File: config.mk
export PLATFORM = sky130hd
export DESIGN_NAME = cp0
export DESIGN_NICKNAME = d
export VERILOG_FILES = /design/src/rtl/cp0.sv
export SDC_FILE = /design/constraint.sdc
export NUM_CORES = 1
export LEC_CHECK = 0
export CAP_MARGIN = 20
export CORE_MARGIN = 2
export CORE_UTILIZATION = 45
export DETAILED_ROUTE_END_ITERATION = 7
export PLACE_DENSITY = 0.85
export SYNTH_ARGS = -nofsm -noshare
export SYNTH_HDL_FRONTEND = slang
export SYNTH_SLANG_ARGS = --single-unit
File: constraint.sdc
create_clock -name clk -period 5.26 [get_ports clk]
set_input_delay 1.052 -clock clk [delete_from_list [all_inputs] [get_ports clk]]
set_output_delay 1.052 -clock clk [all_outputs]
set_load 0.01 [all_outputs]
File: src/rtl/cp0.sv
// Coprocessor-0: SR/Cause/EPC/PRId, trap decision for the M-stage instruction, mtc0/mfc0/eret.
// Optional Count/Compare timer on IP[15] when CP0_TIMER_EN is defined.
module cp0 #(
  parameter logic [31:0] PRID = 32'h2020_0C07
) (
  input  logic        clk,
  input  logic        reset,
  input  logic [4:0]  A1,
  input  logic [4:0]  A2,
  input  logic [31:0] DIn,
  input  logic        We,
  input  logic [31:0] PC,
  input  logic        BD,
  input  logic [4:0]  ExcCode,
  input  logic [5:0]  HWInt,
  input  logic        EXLClr,
  output logic        IntReq,
  output logic [31:0] EPC,
  output logic [31:0] DOut
);

  localparam logic [4:0] REG_COUNT   = 5'd9;
  localparam logic [4:0] REG_COMPARE = 5'd11;
  localparam logic [4:0] REG_SR      = 5'd12;
  localparam logic [4:0] REG_CAUSE   = 5'd13;
  localparam logic [4:0] REG_EPC     = 5'd14;
  localparam logic [4:0] REG_PRID    = 5'd15;

  logic [5:0]  sr_im;
  logic        sr_exl;
  logic        sr_ie;
  logic        cause_bd;
  logic [5:0]  cause_ip;
  logic [4:0]  cause_exc;
  logic [31:0] epc_q;

  logic [5:0]  ip_in;
  logic        int_pend;
  logic        exc_pend;
  logic        wr_en;
  logic [31:0] epc_trap;
  logic [31:0] count_rd;
  logic [31:0] compare_rd;

`ifdef CP0_TIMER_EN
  logic [31:0] count_q;
  logic [31:0] compare_q;
  logic        timer_pend;
  logic [31:0] count_inc;

  assign count_inc  = count_q + 32'd1;
  assign count_rd   = count_q;
  assign compare_rd = compare_q;
  assign ip_in      = {HWInt[5] | timer_pend, HWInt[4:0]};

  // Free-running counter; an mtc0 load beats the increment, Compare write clears the pending bit.
  always_ff @(posedge clk or posedge reset) begin
    if (reset) begin
      count_q    <= 32'd0;
      compare_q  <= 32'd0;
      timer_pend <= 1'b0;
    end else begin
      if (wr_en && (A2 == REG_COUNT)) begin
        count_q <= DIn;
      end else begin
        count_q <= count_inc;
        if (count_inc == compare_q) timer_pend <= 1'b1;
      end
      if (wr_en && (A2 == REG_COMPARE)) begin
        compare_q  <= DIn;
        timer_pend <= 1'b0;
      end
    end
  end
`else
  assign count_rd   = 32'd0;
  assign compare_rd = 32'd0;
  assign ip_in      = HWInt;
`endif

  assign int_pend = sr_ie & (|(ip_in & sr_im));
  assign exc_pend = (ExcCode != 5'd0);
  assign IntReq   = ~reset & ~sr_exl & (int_pend | exc_pend);
  // A trap on this edge swallows any mtc0 issued alongside it.
  assign wr_en    = We & ~IntReq;
  assign epc_trap = BD ? (PC - 32'd4) : PC;
  assign EPC      = epc_q;

  always_ff @(posedge clk or posedge reset) begin
    if (reset) begin
      sr_im     <= 6'd0;
      sr_exl    <= 1'b0;
      sr_ie     <= 1'b0;
      cause_bd  <= 1'b0;
      cause_ip  <= 6'd0;
      cause_exc <= 5'd0;
      epc_q     <= 32'd0;
    end else begin
      cause_ip <= ip_in;
      if (IntReq) begin
        sr_exl    <= 1'b1;
        cause_bd  <= BD;
        cause_exc <= int_pend ? 5'd0 : ExcCode;
        epc_q     <= {epc_trap[31:2], 2'b00};
      end else begin
        if (wr_en && (A2 == REG_SR)) begin
          sr_im  <= DIn[15:10];
          sr_ie  <= DIn[0];
          sr_exl <= DIn[1];
        end
        // eret takes EXL over a same-edge SR write.
        if (EXLClr) sr_exl <= 1'b0;
        if (wr_en && (A2 == REG_EPC)) epc_q <= {DIn[31:2], 2'b00};
      end
    end
  end

  always_comb begin
    DOut = 32'd0;
    case (A1)
      REG_COUNT:   DOut = count_rd;
      REG_COMPARE: DOut = compare_rd;
      REG_SR:      DOut = {16'd0, sr_im, 8'd0, sr_exl, sr_ie};
      REG_CAUSE:   DOut = {cause_bd, 15'd0, cause_ip, 3'd0, cause_exc, 2'b00};
      REG_EPC:     DOut = epc_q;
      REG_PRID:    DOut = PRID;
      default:     DOut = 32'd0;
    endcase
  end

  logic unused_bits;
  assign unused_bits = ^{DIn, epc_trap[1:0]};

endmodule

==> run_results.csv, run 1 <==
group,metric,value,unit
sta,finalSetupViolCount,0,
detailed_routing,vias,3195,
critical_path,critPathMaxFanout,15,
place,gp_congestion,0.922,
cts,cts_made_buffers,5,
critical_path,critPathKind,"primary input to primary output",
detailed_routing,dr.pass1.iters,5,
critical_path,cp_data_required_time,4.21,ns
final_layout,final_common_cell,"clkdlybuf4s50_1",
critical_path,crit_path_end_kind,"primary output",
synthesis,synth_cell_types,41,
cts,hold_buffers,0,
final_layout,nets,597,
grt,grt_usage,0.253,
grt,grt_pass1_wl,15200,um
grt,grt_max_degree,65,
final_layout,final_cell_mix,"clkdlybuf4s50_1 (150), nor2_1 (52), dfrtp_1 (50)",
place,numPortBuffers,150,
cts,clk_path_buf_depth,2,
min_path,min-delay-path-class,"register to register",
critical_path,r2r_end,"EPC[25]",
critical_path,r2r_cells,7,
synthesis,synthFlopType,"dfrtp_1",
cts,cts_tree,"done",
sta,worst_pin_slew,0.698,ns
sta,max_slew_margin,0.533,
cts,htree_levels,2,
die,num_io_pins,155,
sta,fin_setup_tns,0,ns
critical_path,cp-startpoint,"A1[1]",
final_layout,stdcell_area,4890,um2
place,post-place-ws,0.953,ns
critical_path,cp-endpoint,"DOut[25]",
die,die_area,7840,um2
synthesis,synth-seq-cells,50,
detailed_routing,ant_nets,0,
cts,clkLatencyLatePin,0.30,ns
critical_path,reg2reg_slack,2.80,ns
grt,grt_pass1_vias,3073,
power_and_ir_drop,leakage,1.86,nW
synthesis,synth_edf_count,0,
power_and_ir_drop,power_density,245,nW/um2
cts,clockRootBuffer,"clkbuf_8",
final_layout,syn2layout_area_growth,52.0,%
grt,grt_remaining_overflow,0,
die,row_count,30,
sta,finalMaxSlewViolations,0,
grt,antenna_found_initial,0,
sta,final.min_clock_period,4.34,ns
final_layout,drive_above_1_share,0.101,
power_and_ir_drop,ir_drop,121,uV
detailed_routing,drcViolationCount,0,
die,start_util,0.468,
detailed_routing,routedWlPerCell,16.7,um
synthesis,async_flop_share,1.00,
die,die_x,88.5,um
final_layout,num_antenna_cells,0,
synthesis,yosysWarningCount,0,
detailed_routing,finalWirelength,10100,um
cts,clk_transition_reported_paths,0.09,ns
synthesis,synth_area,3220,um2
critical_path,r2r-start,"sr_im[1]",
sta,fmax,230,MHz
synthesis,yosysSeqAreaShare,0.389,
critical_path,cp.arrival,3.29,ns
cts,cts_resized,0,
critical_path,cp-start-kind,"primary input",
die,core,6870,um2
sta,fin_crit_sh,0.825,
sta,rsz0062_at_grt,"no",
run_status,outcome,"finished clean",
place,placed_area,4780,um2
detailed_routing,vias_per_cell,5.30,
synthesis,syn_avg_cell_area,8.88,um2
sta,setup_slack,0.919,ns
synthesis,synthCells,362,
detailed_routing,dr.first_iter.drc_count,202,
die,die_h,88.5,um
sta,hold_viol,0,
sta,clock-skew-final,0.0116,ns
cts,cts_sinks,50,
place,hpwl,7910,um
cts,cts_setup_buffers,0,
job,maxCapViolCount,0,
## layer usage
layer | vias up | track usage | share of wire
li1 | 1538 | - | -
met1 | 1516 | 0.337 | 0.41
met2 | 133 | 0.446 | 0.51
met3 | 8 | 0.0280 | 0.064
met4 | 0 | 0.0537 | 0.011
met5 | - | 0 | 0
## cell families after synthesis
group,count (synthesis),share of synthesized area
adder cells (fa/ha/maj),1,0.00389
buffers and inverters,26,0.0401
multiplexers,42,0.142
other,1,0.00117
flip-flops,50,0.389
AND/OR/NAND/NOR,161,0.252
XOR/XNOR,29,0.0790
AO/OA/AOI/OAI,52,0.0934
## critical path: stages
cell             delay, ns
clkdlybuf4s50_1       0.62
nor2b_1               0.39
nor2b_1               0.26
buf_4                 0.25
and2_1                0.17
clkdlybuf4s50_1       0.54
## flip-flops by register name, indices dropped and copies added, names as in the netlist
name / flops
cause_ip: 6
cause_bd: 1
sr_im: 6
sr_ie: 1
cause_exc: 5
EPC: 30
sr_exl: 1
## through the flow
step           total power [W]  utilization  instances  hold WS, ns
2_1_floorplan         0.000719            -        363        0.433
3_3_place_gp          0.000954        0.695        594        0.446
3_5_place_dp          0.000969        0.695        594        0.452
4_1_cts                0.00119        0.709        602        0.471
5_1_grt                0.00126        0.711        603        0.503
6_report               0.00120        0.711        603        0.467
## where the power goes
group | internal (W) | leakage (nW) | total (W) | switching [W]
Clock | 0.000106 | 0.0482 | 0.000231 | 0.000125
Sequential | 0.000461 | 0.587 | 0.000523 | 0.0000621
Combinational | 0.000254 | 1.22 | 0.000443 | 0.000189
## synth_stat cells (all sizes together) (9+ instances only)
library cell | count | share of area
mux2i | 14 | 0.044
dfrtp | 50 | 0.39
o21ai | 10 | 0.016
mux2 | 28 | 0.098
nor3 | 15 | 0.025
and2 | 16 | 0.031
nand2 | 32 | 0.038
xnor2 | 24 | 0.065
nand3 | 10 | 0.016
clkbuf | 10 | 0.012
buf | 11 | 0.023
nor4 | 9 | 0.022
a21oi | 30 | 0.047
nor2 | 52 | 0.061
## how the worst min path moves through the flow
stage                             from      endpoint  slack (ns)  cells past startpoint
final                     cause_exc[0]  cause_exc[0]        0.47                      2
after global routing      cause_exc[3]  cause_exc[3]        0.50                      2
after floorplan           cause_exc[0]  cause_exc[0]        0.43                      2
after detailed placement  cause_exc[0]  cause_exc[0]        0.45                      2
after global placement    cause_exc[0]  cause_exc[0]        0.45                      2
after CTS                 cause_exc[0]  cause_exc[0]        0.47                      2
## cell type report
cell class / instances / area [um2]
clock inverters: 1 / 5.00
well taps: 96 / 120
fillers: 534 / 1980
clock buffers: 7 / 86.3
flip-flops and latches: 50 / 1250
multi-input cells: 287 / 1840
repair buffers: 157 / 1570
inverters: 5 / 18.8
(Power assumes the default switching activity.)
==> run 2, diff against run 1 <==
CORE_UTILIZATION = 41   (was 45)
PLACE_DENSITY = 0.78   (was 0.85)
clock period = 4.53 ns   (was 5.26 ns; I/O delays follow)
==> run 2 against run 1 <==
First-iteration DRC count is 56% lower. Critical endpoint is now DOut[17]. Clock power is 13% higher. Critical path type unchanged. Largest cell class unchanged. Count of clock-buffer cells in the layout shrank 2.
==> run_results.csv, run 2 (synthesized netlist as in run 1, its figures left out) <==
group,metric,value,unit
cts,cts_made_buffers,5,
detailed_routing,vias_per_cell,5.10,
critical_path,r2r_end,"sr_im[1]",
final_layout,fin_util,0.643,
final_layout,syn2layout_area_growth,52.9,%
final_layout,final_common_cell,"clkdlybuf4s50_1",
cts,cts_sinks,50,
detailed_routing,vias,3123,
grt,grt_usage,0.222,
sta,final.min_clock_period,3.86,ns
sta,finalSetupViolCount,0,
cts,clk_transition_reported_paths,0.09,ns
critical_path,cp.arrival,2.95,ns
min_path,min-delay-path-class,"register to register",
die,num_io_pins,155,
die,core,7650,um2
final_layout,seqCellArea,1250,um2
final_layout,nets,601,
cts,cts_setup_buffers,0,
grt,grt_pass1_wl,15100,um
sta,fin_setup_tns,0,ns
place,gp_congestion,0.808,
die,start_util,0.420,
grt,grt_remaining_overflow,0,
grt,antenna_found_initial,0,
detailed_routing,ant_nets,0,
die,die_x,92.6,um
place,numPortBuffers,150,
sta,max_slew_margin,0.605,
critical_path,cp-startpoint,"A1[0]",
critical_path,reg2reg_slack,2.36,ns
critical_path,critPathMaxFanout,16,
sta,fin_crit_sh,0.852,
critical_path,crit_path_end_kind,"primary output",
critical_path,cp-endpoint,"DOut[17]",
cts,clkLatencyLatePin,0.30,ns
critical_path,r2r-start,"sr_im[1]",
grt,grt_max_degree,65,
sta,clock-skew-final,0.00514,ns
place,hpwl,7480,um
cts,clockRootBuffer,"clkbuf_8",
run_status,outcome,"finished clean",
critical_path,r2r_cells,6,
detailed_routing,finalWirelength,9660,um
final_layout,multi_input_area,1840,um2
cts,cts_resized,0,
critical_path,cp_data_required_time,3.62,ns
cts,cts_tree,"done",
critical_path,critPathKind,"primary input to primary output",
die,row_count,32,
sta,finalMaxSlewViolations,0,
power_and_ir_drop,total_power,0.00137,W
sta,fmax,259,MHz
cts,clk_path_buf_depth,2,
power_and_ir_drop,leakage,1.87,nW
detailed_routing,dr.first_iter.drc_count,89,
grt,grt_pass1_vias,3171,
sta,rsz0062_at_grt,"no",
power_and_ir_drop,ir_drop,134,uV
cts,hold_buffers,0,
sta,worst_pin_slew,0.587,ns
critical_path,cp-start-kind,"primary input",
die,die_area,8570,um2
cts,htree_levels,2,
final_layout,final_cell_mix,"clkdlybuf4s50_1 (150), nor2_1 (52), dfrtp_1 (50)",
detailed_routing,dr.pass1.iters,4,
final_layout,drive_above_1_share,0.108,
final_layout,largest_reg_flops,30,
detailed_routing,drcViolationCount,0,
detailed_routing,routedWlPerCell,15.8,um
final_layout,num_antenna_cells,0,
power_and_ir_drop,power_density,279,nW/um2
job,maxCapViolCount,0,
final_layout,fillers,657,
sta,hold_viol,0,
die,die_h,92.6,um
-- run 2: cell count changes in the layout (fill, tap and decap cells not counted), sizes merged --
cell	delta
buf	+4
clkbuf	-2
clkinv	-1
clkinvlp	+2
-- run 2: how the worst min path moves through the flow --
| stage | startpoint | end | slack (ns) | cells past startpoint |
|---|---|---|---|---|
| floorplan | cause_exc[0] | cause_exc[0] | 0.43 | 2 |
| global placement | cause_exc[1] | cause_exc[1] | 0.45 | 2 |
| detailed placement | cause_exc[4] | cause_exc[4] | 0.46 | 2 |
| CTS | cause_exc[4] | cause_exc[4] | 0.48 | 2 |
| global route | cause_exc[4] | cause_exc[4] | 0.50 | 2 |
| finish | cause_exc[4] | cause_exc[4] | 0.48 | 2 |
-- run 2: through the flow --
stage	std cells	hold slack (ns)	worst slack, ns	instance area, um2
finish	612	0.476	0.669	4920
global route	612	0.500	0.534	4920
CTS	611	0.478	0.654	4900
detailed placement	604	0.456	0.680	4810
global placement	604	0.454	0.689	4810
floorplan	363	0.433	1.53	3220
-- run 2: area by class of cell --
class	count	area share
Clock buffer	5	0.0140
Clock inverter	2	0.00305
Inverter	5	0.00382
Multi-Input combinational cell	287	0.374
Sequential cell	50	0.254
Tap cell	102	0.0260
Timing Repair Buffer	161	0.325
-- run 2: critical path: stages --
cell and delay [ns]:
clkdlybuf4s50_1 0.50, buf_4 0.21, nor2b_1 0.18, nor2b_1 0.20
buf_4 0.24, and2_1 0.17, clkdlybuf4s50_1 0.53
-- run 2: layer usage --
layer,up-vias,share of wire,global-route usage
li1,1549,-,-
met2,116,0.50,0.410
met5,-,0,0
met4,0,0.016,0.0510
met3,12,0.072,0.0521
met1,1446,0.41,0.260
-- run 2: power breakdown --
group	internal [W]	switching [W]	leakage (nW)
clock	0.000106	0.000156	0.0362
sequential	0.000535	0.0000687	0.587
combinational	0.000297	0.000209	1.24
